### src/rtl/counter_ctrl.sv
// counter_ctrl: command-driven sequencer for an up/down position counter.
//
// A host issues move commands over a valid/ready handshake. The count is
// stepped one unit every STEP_DIV clocks in the commanded direction and
// saturates at [LIMIT_LO, LIMIT_HI] instead of wrapping.
//
// Ports:
//   clk        in   clock, all logic on the rising edge
//   resetn     in   synchronous reset, active-low
//   cmd_valid  in   command present
//   cmd_ready  out  high in IDLE; command taken on cmd_valid & cmd_ready
//   cmd_op     in   00 LOAD, 01 UP, 10 DOWN, 11 GOTO
//   cmd_arg    in   LOAD/GOTO value, or UP/DOWN step count
//   abort      in   stop the current move (only honoured while running)
//   c_out      out  current count
//   dir        out  1 = up, 0 = down (last/current move)
//   busy       out  high while a command is executing
//   done       out  one-cycle pulse on command completion
//   lim_hit    out  last command stopped/clamped at a limit; sticky until next accept

module counter_ctrl #(
    parameter int unsigned WIDTH    = 8,
    parameter int unsigned STEP_DIV = 1,
    parameter int unsigned LIMIT_LO = 0,
    parameter int unsigned LIMIT_HI = 2 ** WIDTH - 1
) (
    input  logic             clk,
    input  logic             resetn,
    input  logic             cmd_valid,
    output logic             cmd_ready,
    input  logic [1:0]       cmd_op,
    input  logic [WIDTH-1:0] cmd_arg,
    input  logic             abort,
    output logic [WIDTH-1:0] c_out,
    output logic             dir,
    output logic             busy,
    output logic             done,
    output logic             lim_hit
);

    localparam int unsigned PresW = (STEP_DIV > 1) ? $clog2(STEP_DIV) : 1;

    localparam logic [PresW-1:0] PresMax = PresW'(STEP_DIV - 1);
    localparam logic [WIDTH-1:0] LimLo   = WIDTH'(LIMIT_LO);
    localparam logic [WIDTH-1:0] LimHi   = WIDTH'(LIMIT_HI);

    typedef enum logic [1:0] {
        OpLoad = 2'b00,
        OpUp   = 2'b01,
        OpDown = 2'b10,
        OpGoto = 2'b11
    } op_e;

    typedef enum logic [1:0] {
        StIdle = 2'b00,
        StRun  = 2'b01,
        StDone = 2'b10
    } state_e;

    state_e             state_q, state_d;
    logic [WIDTH-1:0]   count_q, count_d;
    logic [WIDTH-1:0]   remain_q, remain_d;
    logic [WIDTH-1:0]   target_q, target_d;
    logic [PresW-1:0]   presc_q, presc_d;
    logic               dir_q, dir_d;
    logic               lim_q, lim_d;
    logic               goto_q, goto_d;

    op_e                op;
    logic               finished;
    logic               at_limit;

    assign op = op_e'(cmd_op);

    // A move is complete when the step budget is spent (UP/DOWN) or the
    // target has been reached (GOTO).
    assign finished = goto_q ? (count_q == target_q) : (remain_q == '0);

    // Stepping further in the current direction would leave the legal range.
    assign at_limit = dir_q ? (count_q == LimHi) : (count_q == LimLo);

    always_comb begin
        state_d  = state_q;
        count_d  = count_q;
        remain_d = remain_q;
        target_d = target_q;
        presc_d  = presc_q;
        dir_d    = dir_q;
        lim_d    = lim_q;
        goto_d   = goto_q;

        unique case (state_q)
            StIdle: begin
                if (cmd_valid) begin
                    lim_d   = 1'b0;
                    presc_d = '0;
                    unique case (op)
                        OpLoad: begin
                            if (cmd_arg < LimLo) begin
                                count_d = LimLo;
                                lim_d   = 1'b1;
                            end else if (cmd_arg > LimHi) begin
                                count_d = LimHi;
                                lim_d   = 1'b1;
                            end else begin
                                count_d = cmd_arg;
                            end
                            state_d = StDone;
                        end
                        OpUp: begin
                            remain_d = cmd_arg;
                            dir_d    = 1'b1;
                            goto_d   = 1'b0;
                            state_d  = StRun;
                        end
                        OpDown: begin
                            remain_d = cmd_arg;
                            dir_d    = 1'b0;
                            goto_d   = 1'b0;
                            state_d  = StRun;
                        end
                        OpGoto: begin
                            target_d = cmd_arg;
                            dir_d    = (cmd_arg > count_q);
                            goto_d   = 1'b1;
                            state_d  = StRun;
                        end
                        default: ;
                    endcase
                end
            end
            StRun: begin
                if (abort) begin
                    state_d = StDone;
                end else if (finished) begin
                    state_d = StDone;
                end else if (presc_q < PresMax) begin
                    presc_d = presc_q + 1'b1;
                end else if (at_limit) begin
                    // Out-of-range targets and oversized step counts end here.
                    lim_d   = 1'b1;
                    state_d = StDone;
                end else begin
                    count_d = dir_q ? (count_q + 1'b1) : (count_q - 1'b1);
                    if (!goto_q) begin
                        remain_d = remain_q - 1'b1;
                    end
                    presc_d = '0;
                end
            end
            StDone: begin
                state_d = StIdle;
            end
            default: begin
                state_d = StIdle;
            end
        endcase
    end

    always_ff @(posedge clk) begin
        if (!resetn) begin
            state_q  <= StIdle;
            count_q  <= LimLo;
            remain_q <= '0;
            target_q <= '0;
            presc_q  <= '0;
            dir_q    <= 1'b1;
            lim_q    <= 1'b0;
            goto_q   <= 1'b0;
        end else begin
            state_q  <= state_d;
            count_q  <= count_d;
            remain_q <= remain_d;
            target_q <= target_d;
            presc_q  <= presc_d;
            dir_q    <= dir_d;
            lim_q    <= lim_d;
            goto_q   <= goto_d;
        end
    end

    // DONE lasts exactly one cycle, so decoding it from the state register
    // yields a clean single-cycle pulse.
    assign cmd_ready = (state_q == StIdle);
    assign busy      = (state_q != StIdle);
    assign done      = (state_q == StDone);
    assign c_out     = count_q;
    assign dir       = dir_q;
    assign lim_hit   = lim_q;

endmodule

### config.mk
export PLATFORM = sky130hd
export DESIGN_NAME = counter_ctrl
export DESIGN_NICKNAME = d
export VERILOG_FILES = /design/src/rtl/counter_ctrl.sv
export SDC_FILE = /design/constraint.sdc
export NUM_CORES = 1
export LEC_CHECK = 0
export BUFFER_PORTS_ARGS = -buffer_cell sky130_fd_sc_hd__buf_4
export CORE_AREA = 4 4 79 81
export DETAILED_ROUTE_END_ITERATION = 16
export DIE_AREA = 0 0 83 85
export HOLD_SLACK_MARGIN = 0.05
export MAX_ROUTING_LAYER = met4
export PLACE_DENSITY_LB_ADDON = 0.08
export SLEW_MARGIN = 40
export SYNTH_ARGS = -nofsm -noshare
export SYNTH_HDL_FRONTEND = slang
export SYNTH_SLANG_ARGS = --single-unit
### constraint.sdc
create_clock -name clk -period 2.6 [get_ports clk]
set_input_delay 0.39 -clock clk [delete_from_list [all_inputs] [get_ports clk]]
set_output_delay 0.39 -clock clk [all_outputs]
set_load 0.02 [all_outputs]
==> results of run 1 <==
==> area by class of cell <==
cell class / count / area, um^2
repair buffers: 28 / 210.2
well taps: 72 / 90.09
fillers: 594 / 2977
clock buffers: 8 / 80.08
inverters: 21 / 78.83
flip-flops and latches: 29 / 580.6
multi-input cells: 207 / 1456
==> cell usage after synthesis (all sizes together) (5+ instances only) <==
master	count	area, um^2
nor4	5	31.28
xnor2	12	105.1
a21oi	15	86.34
nand2b	6	37.54
ha	19	237.7
nand3	6	30.03
a211oi	10	85.08
a21o	6	45.04
nand4	7	43.79
nor3	13	65.06
nor2	23	88.84
nand2	20	82.58
clkbuf	7	27.52
o21ai	15	75.07
dfxtp	29	580.6
inv	21	78.83
mux2i	11	110.1
==> power breakdown <==
group          internal [mW]  leakage [nW]  total, mW  switching (mW)
logic                  0.208         0.749      0.523           0.316
registers              0.479         0.237      0.527          0.0481
clock network          0.190        0.0395      0.367           0.177
==> kinds of logic (layout without fill, tap and decap cells) <==
| logic type | after synthesis | after routing |
|---|---|---|
| AOI/OAI and AO/OA | 71 | 71 |
| and+or+nand+nor | 92 | 92 |
| DFF | 29 | 29 |
| adders and majority gates | 20 | 20 |
| buffers and inverters | 32 | 57 |
| xor gates and xnor gates | 13 | 13 |
| muxes | 11 | 11 |
==> metal layers <==
layer | track usage, % | vias up
met1 | 24.96 | 956
met4 | 6.241 | 0
met5 | - | -
met2 | 26.82 | 52
li1 | - | 1028
met3 | 3.689 | 11
==> worst max-delay path by stage <==
stage               end  slack, ns  cells past startpoint
6_report       c_out[5]       0.28                      8
5_1_grt        c_out[6]       0.07                      8
4_1_cts        c_out[5]       0.33                      8
3_5_place_dp   c_out[5]       0.34                      8
3_3_place_gp   c_out[6]       0.43                      8
2_1_floorplan  c_out[5]       0.44                      8
==> metrics by stage <==
step           std cells  hold slack [ns]  cell area, um^2
6_report             365           0.3706             2496
5_1_grt              365           0.3926             2496
4_1_cts              365           0.3745             2496
3_5_place_dp         357           0.4816             2416
3_3_place_gp         357           0.4679             2416
2_1_floorplan        268           0.4538             2163
==> sequential cells by signal, summed over array words and instances (netlist names) <==
name      count
c_out         8
remain_q      8
target_q      8
state_q       2
dir           1
goto_q        1
lim_hit       1
==> worst max-delay path: stages (launching register included) <==
cell and delay, ns:
dfxtp_1 0.41, inv_1 0.20, ha_1 0.33, a211oi_1 0.37, o21bai_1 0.13, a21oi_1 0.20
xnor2_1 0.09, a2111oi_0 0.38, a211oi_1 0.08
==> results.yml, run 1 <==
min_path:
  hp-start: "cmd_arg[4]"
  hold_end: "target_q[4]"
  hold_class: "input port to register"
  whs_path_depth: 3
pwr:
  power.total_mw: 1.417
  ir_drop_v: 0.0002255
  p_leak_nw: 1.025
  p_per_area_nw_per_um2: 567.7
clock_network:
  ctsResizeCount: 0
  ctsHtreeMaxLevel: 2
  ctsHoldBuffers: 0
  clock_latency_ns: 0.28
  clkSinkCount: 29
  worst_setup_hold_path_clk_slew_ns: 0.07
  cts_tree: "done"
  post_cts_buffers: 0
  clock_path_buffers: 2
  cts_buffers: 5
  cts_root_buf: "clkbuf_8"
setup_path:
  worst_setup_path_start_kind: "register"
  required_ns: 2.75
  rr_endpoint: "c_out[5]"
  crit_start: "dir"
  r2r_start: "dir"
  arrival_ns: 2.48
  r2r.worst_path.cells: 8
  critPathKind: "register to register"
  crit_fanout: 8
  worst-r2r-setup-slack_ns: 0.28
  cp-end-kind: "register"
finish:
  final_cell_mix: "dfxtp_1 (29), buf_4 (28), nor2_1 (22)"
  finish.utilization_pct: 45.61
  drive_gt1_share_pct: 14.33
  antenna_cells: 0
  synthToLayoutAreaGrowth_pct: 15.38
  final_common_cell: "dfxtp_1"
  fin_nets: 326
synthesis:
  synthSimpleGateAreaFrac_pct: 21.63
  yosys_warnings: 0
  synth_cell_type_count: 47
  synth_seq_cells: 29
  synth_top_family_by_area: "compound AO/OA/AOI/OAI gates"
  syn_inst: 268
  synth_edf_count: 0
  synth_area_per_cell_um2: 8.072
  yosys.area_share.adder_pct: 11.91
  muxShareOfSynthArea_pct: 5.090
  syn-num-nets: 302
  syn_area_um2: 2163
  ys_seq_area_share_pct: 26.84
  synthFlopType: "dfxtp_1"
  async_flop_share_pct: 0
  synth-compound-area-share_pct: 23.42
  synth_xor_area_share_pct: 5.263
floorplan:
  placementRows: 27
  die_h_um: 85
  design.die.area_um2: 7055
  die_w_um: 83
  core-area_um2: 5473
  initial_core_util_pct: 39.53
  ioPinCount: 27
detailed_routing:
  wl_per_cell_um: 16.78
  drt_iter0_markers: 141
  wl_met3_um: 291
  top_layer: "met4"
  vias: 2047
  route.detailed.drc: 0
  antenna_left: 0
  met2WireLength_um: 2753
  dr.pass1.iters: 4
  post_drt_via_cell_ratio: 5.608
  routed_wl_um: 6123
  m1WireLength_um: 2951
placed_design:
  dp_hpwl_um: 4538
  place_ws_ns: 0.3449
  port_buffers: 26
  gp_congestion: 0.8642
timing:
  skew_ns: 0.01219
  tightestPinTransition_ns: 0.7243
  layout_min_cycle_time_ns: 2.322
  rsz0062_at_grt: "no"
  worst_slack_ns: 0.2785
  fmax_ghz: 0.4308
  setup-tns-final_ns: 0
  period_share_pct: 89.29
  final_max_slew_viol_count: 0
  setup_viol: 0
  hold_viol: 0
  slew_headroom_pct: 51.66
global_route:
  grt_pass1_wl_um: 10180
  antenna_found_initial: 0
  grt_pass1_vias: 1969
  grt.total_usage_pct: 18.28
  grt_max_degree: 21
  grt_overflow: 0
status:
  status: "finished clean"
flow_run:
  drv_cap: 0
Power figures use the tool's default switching activity.
==> run 2, diff against run 1 <==
--- a/config.mk
+++ b/config.mk
@@ -11,7 +11,6 @@
 export DIE_AREA = 0 0 83 85
 export HOLD_SLACK_MARGIN = 0.05
 export MAX_ROUTING_LAYER = met4
-export PLACE_DENSITY_LB_ADDON = 0.08
 export SLEW_MARGIN = 40
 export SYNTH_ARGS = -nofsm -noshare
 export SYNTH_HDL_FRONTEND = slang
==> results.yml, run 2 (synthesized netlist as in run 1, its figures left out) <==
detailed_routing:
  antenna_left: 0
  wl_per_cell_um: 16.47
  vias: 2035
  drt_iter0_markers: 137
  routed_wl_um: 6011
  route.detailed.drc: 0
  post_drt_via_cell_ratio: 5.575
  dr.pass1.iters: 4
global_route:
  grt_pass1_vias: 2059
  grt_overflow: 0
  grt_pass1_wl_um: 9984
  antenna_found_initial: 0
  grt_max_degree: 21
  grt.total_usage_pct: 18.18
placed_design:
  dp_hpwl_um: 4557
  dp_cells: 357
  port_buffers: 26
  gp_congestion: 0.9297
timing:
  skew_ns: 0.01173
  period_share_pct: 85.77
  slew_headroom_pct: 48.25
  tightestPinTransition_ns: 0.7754
  fmax_ghz: 0.4485
  rsz0062_at_grt: "no"
  layout_min_cycle_time_ns: 2.230
  setup-tns-final_ns: 0
  final_max_slew_viol_count: 0
  hold_viol: 0
  setup_viol: 0
pwr:
  p_leak_nw: 1.031
  p_per_area_nw_per_um2: 567.2
  intPower_uw: 872.7
  swShare_pct: 38.42
  comb_power_share_pct: 36.8
  pwr-share-seq_pct: 37.1
  clockPowerShare_pct: 26.1
  power_switching_uw: 544.6
  ir_drop_v: 0.0002393
floorplan:
  initial_core_util_pct: 39.53
  design.die.area_um2: 7055
  placementRows: 27
  die_w_um: 83
  die_h_um: 85
  core-area_um2: 5473
  ioPinCount: 27
setup_path:
  cp-end-kind: "register"
  crit_fanout: 8
  arrival_ns: 2.40
  worst_setup_path_start_kind: "register"
  worst-r2r-setup-slack_ns: 0.37
  required_ns: 2.77
  critPathKind: "register to register"
finish:
  fin_nets: 326
  synthToLayoutAreaGrowth_pct: 15.50
  drive_gt1_share_pct: 15.02
  final_cell_mix: "dfxtp_1 (29), buf_4 (28), nor2_1 (22)"
  final_cells: 365
  antenna_cells: 0
  multi_input_area_um2: 1456
  register_area_um2: 580.6
  final_common_cell: "dfxtp_1"
  fillCellCount: 573
clock_network:
  worst_setup_hold_path_clk_slew_ns: 0.07
  ctsResizeCount: 0
  cts_root_buf: "clkbuf_8"
  clkSinkCount: 29
  ctsHoldBuffers: 0
  clock_path_buffers: 2
  cts_tree: "done"
  post_cts_buffers: 0
  clock_latency_ns: 0.29
  ctsHtreeMaxLevel: 2
  cts_buffers: 5
flow_run:
  drv_cap: 0
min_path:
  hold_class: "input port to register"
status:
  status: "finished clean"
-- run 2: cell count changes in the layout (fill, tap and decap cells not counted) --
cell and delta:
clkbuf_1 -2, clkinv_2 +2
-- run 2: power by group through the flow --
stage / combinational [mW] / clock, mW / sequential, mW
floorplan: 0.362 / 0 / 0.534
global placement: 0.519 / 0 / 0.535
global route: 0.577 / 0.407 / 0.531
finish: 0.522 / 0.370 / 0.526
detailed placement: 0.518 / 0 / 0.535
CTS: 0.521 / 0.383 / 0.525
-- run 2: layout make-up --
cell class | count | area share, %
well taps | 72 | 3.605
clock buffers | 6 | 2.904
repair buffers | 28 | 8.413
clock inverters | 2 | 0.4006
inverters | 21 | 3.155
flip-flops and latches | 29 | 23.23
multi-input cells | 207 | 58.29
-- run 2: per-layer routing --
| layer | global-route usage [%] | share of wire, % | up-vias |
|---|---|---|---|
| met5 | - | 0 | - |
| met4 | 9.361 | 2.3 | 0 |
| met3 | 2.816 | 4.2 | 9 |
| met2 | 29.45 | 47 | 49 |
| met1 | 21.86 | 46 | 954 |
| li1 | - | - | 1023 |
-- run 2: metrics by stage --
stage | setup slack (ns) | util, % | area [um^2] | power [mW] | hold slack, ns
final | 0.3701 | 45.66 | 2499 | 1.417 | 0.3549
after global routing | 0.1553 | 45.66 | 2499 | 1.515 | 0.3867
after CTS | 0.3823 | 45.66 | 2499 | 1.429 | 0.3494
after detailed placement | 0.3931 | 44.15 | 2416 | 1.054 | 0.4803
after global placement | 0.4524 | 44.15 | 2416 | 1.054 | 0.4675
after floorplan | 0.4352 | - | 2163 | 0.8965 | 0.4538
-- run 2: worst paths after layout --
path | cells past startpoint | to | startpoint
setup / recovery | 8 | c_out[5] | dir
hold / removal | 3 | target_q[0] | cmd_arg[0]
setup reg to reg | 8 | c_out[5] | dir
hold reg to reg | 2 | goto_q | goto_q
-- run 2: worst max-delay path, cell delays in order (launching register included) --
cell	delay, ns
dfxtp_1	0.40
inv_1	0.19
ha_1	0.33
a211oi_1	0.37
o21bai_1	0.12
a21oi_1	0.19
xnor2_1	0.08
a2111oi_0	0.34
a211oi_1	0.08
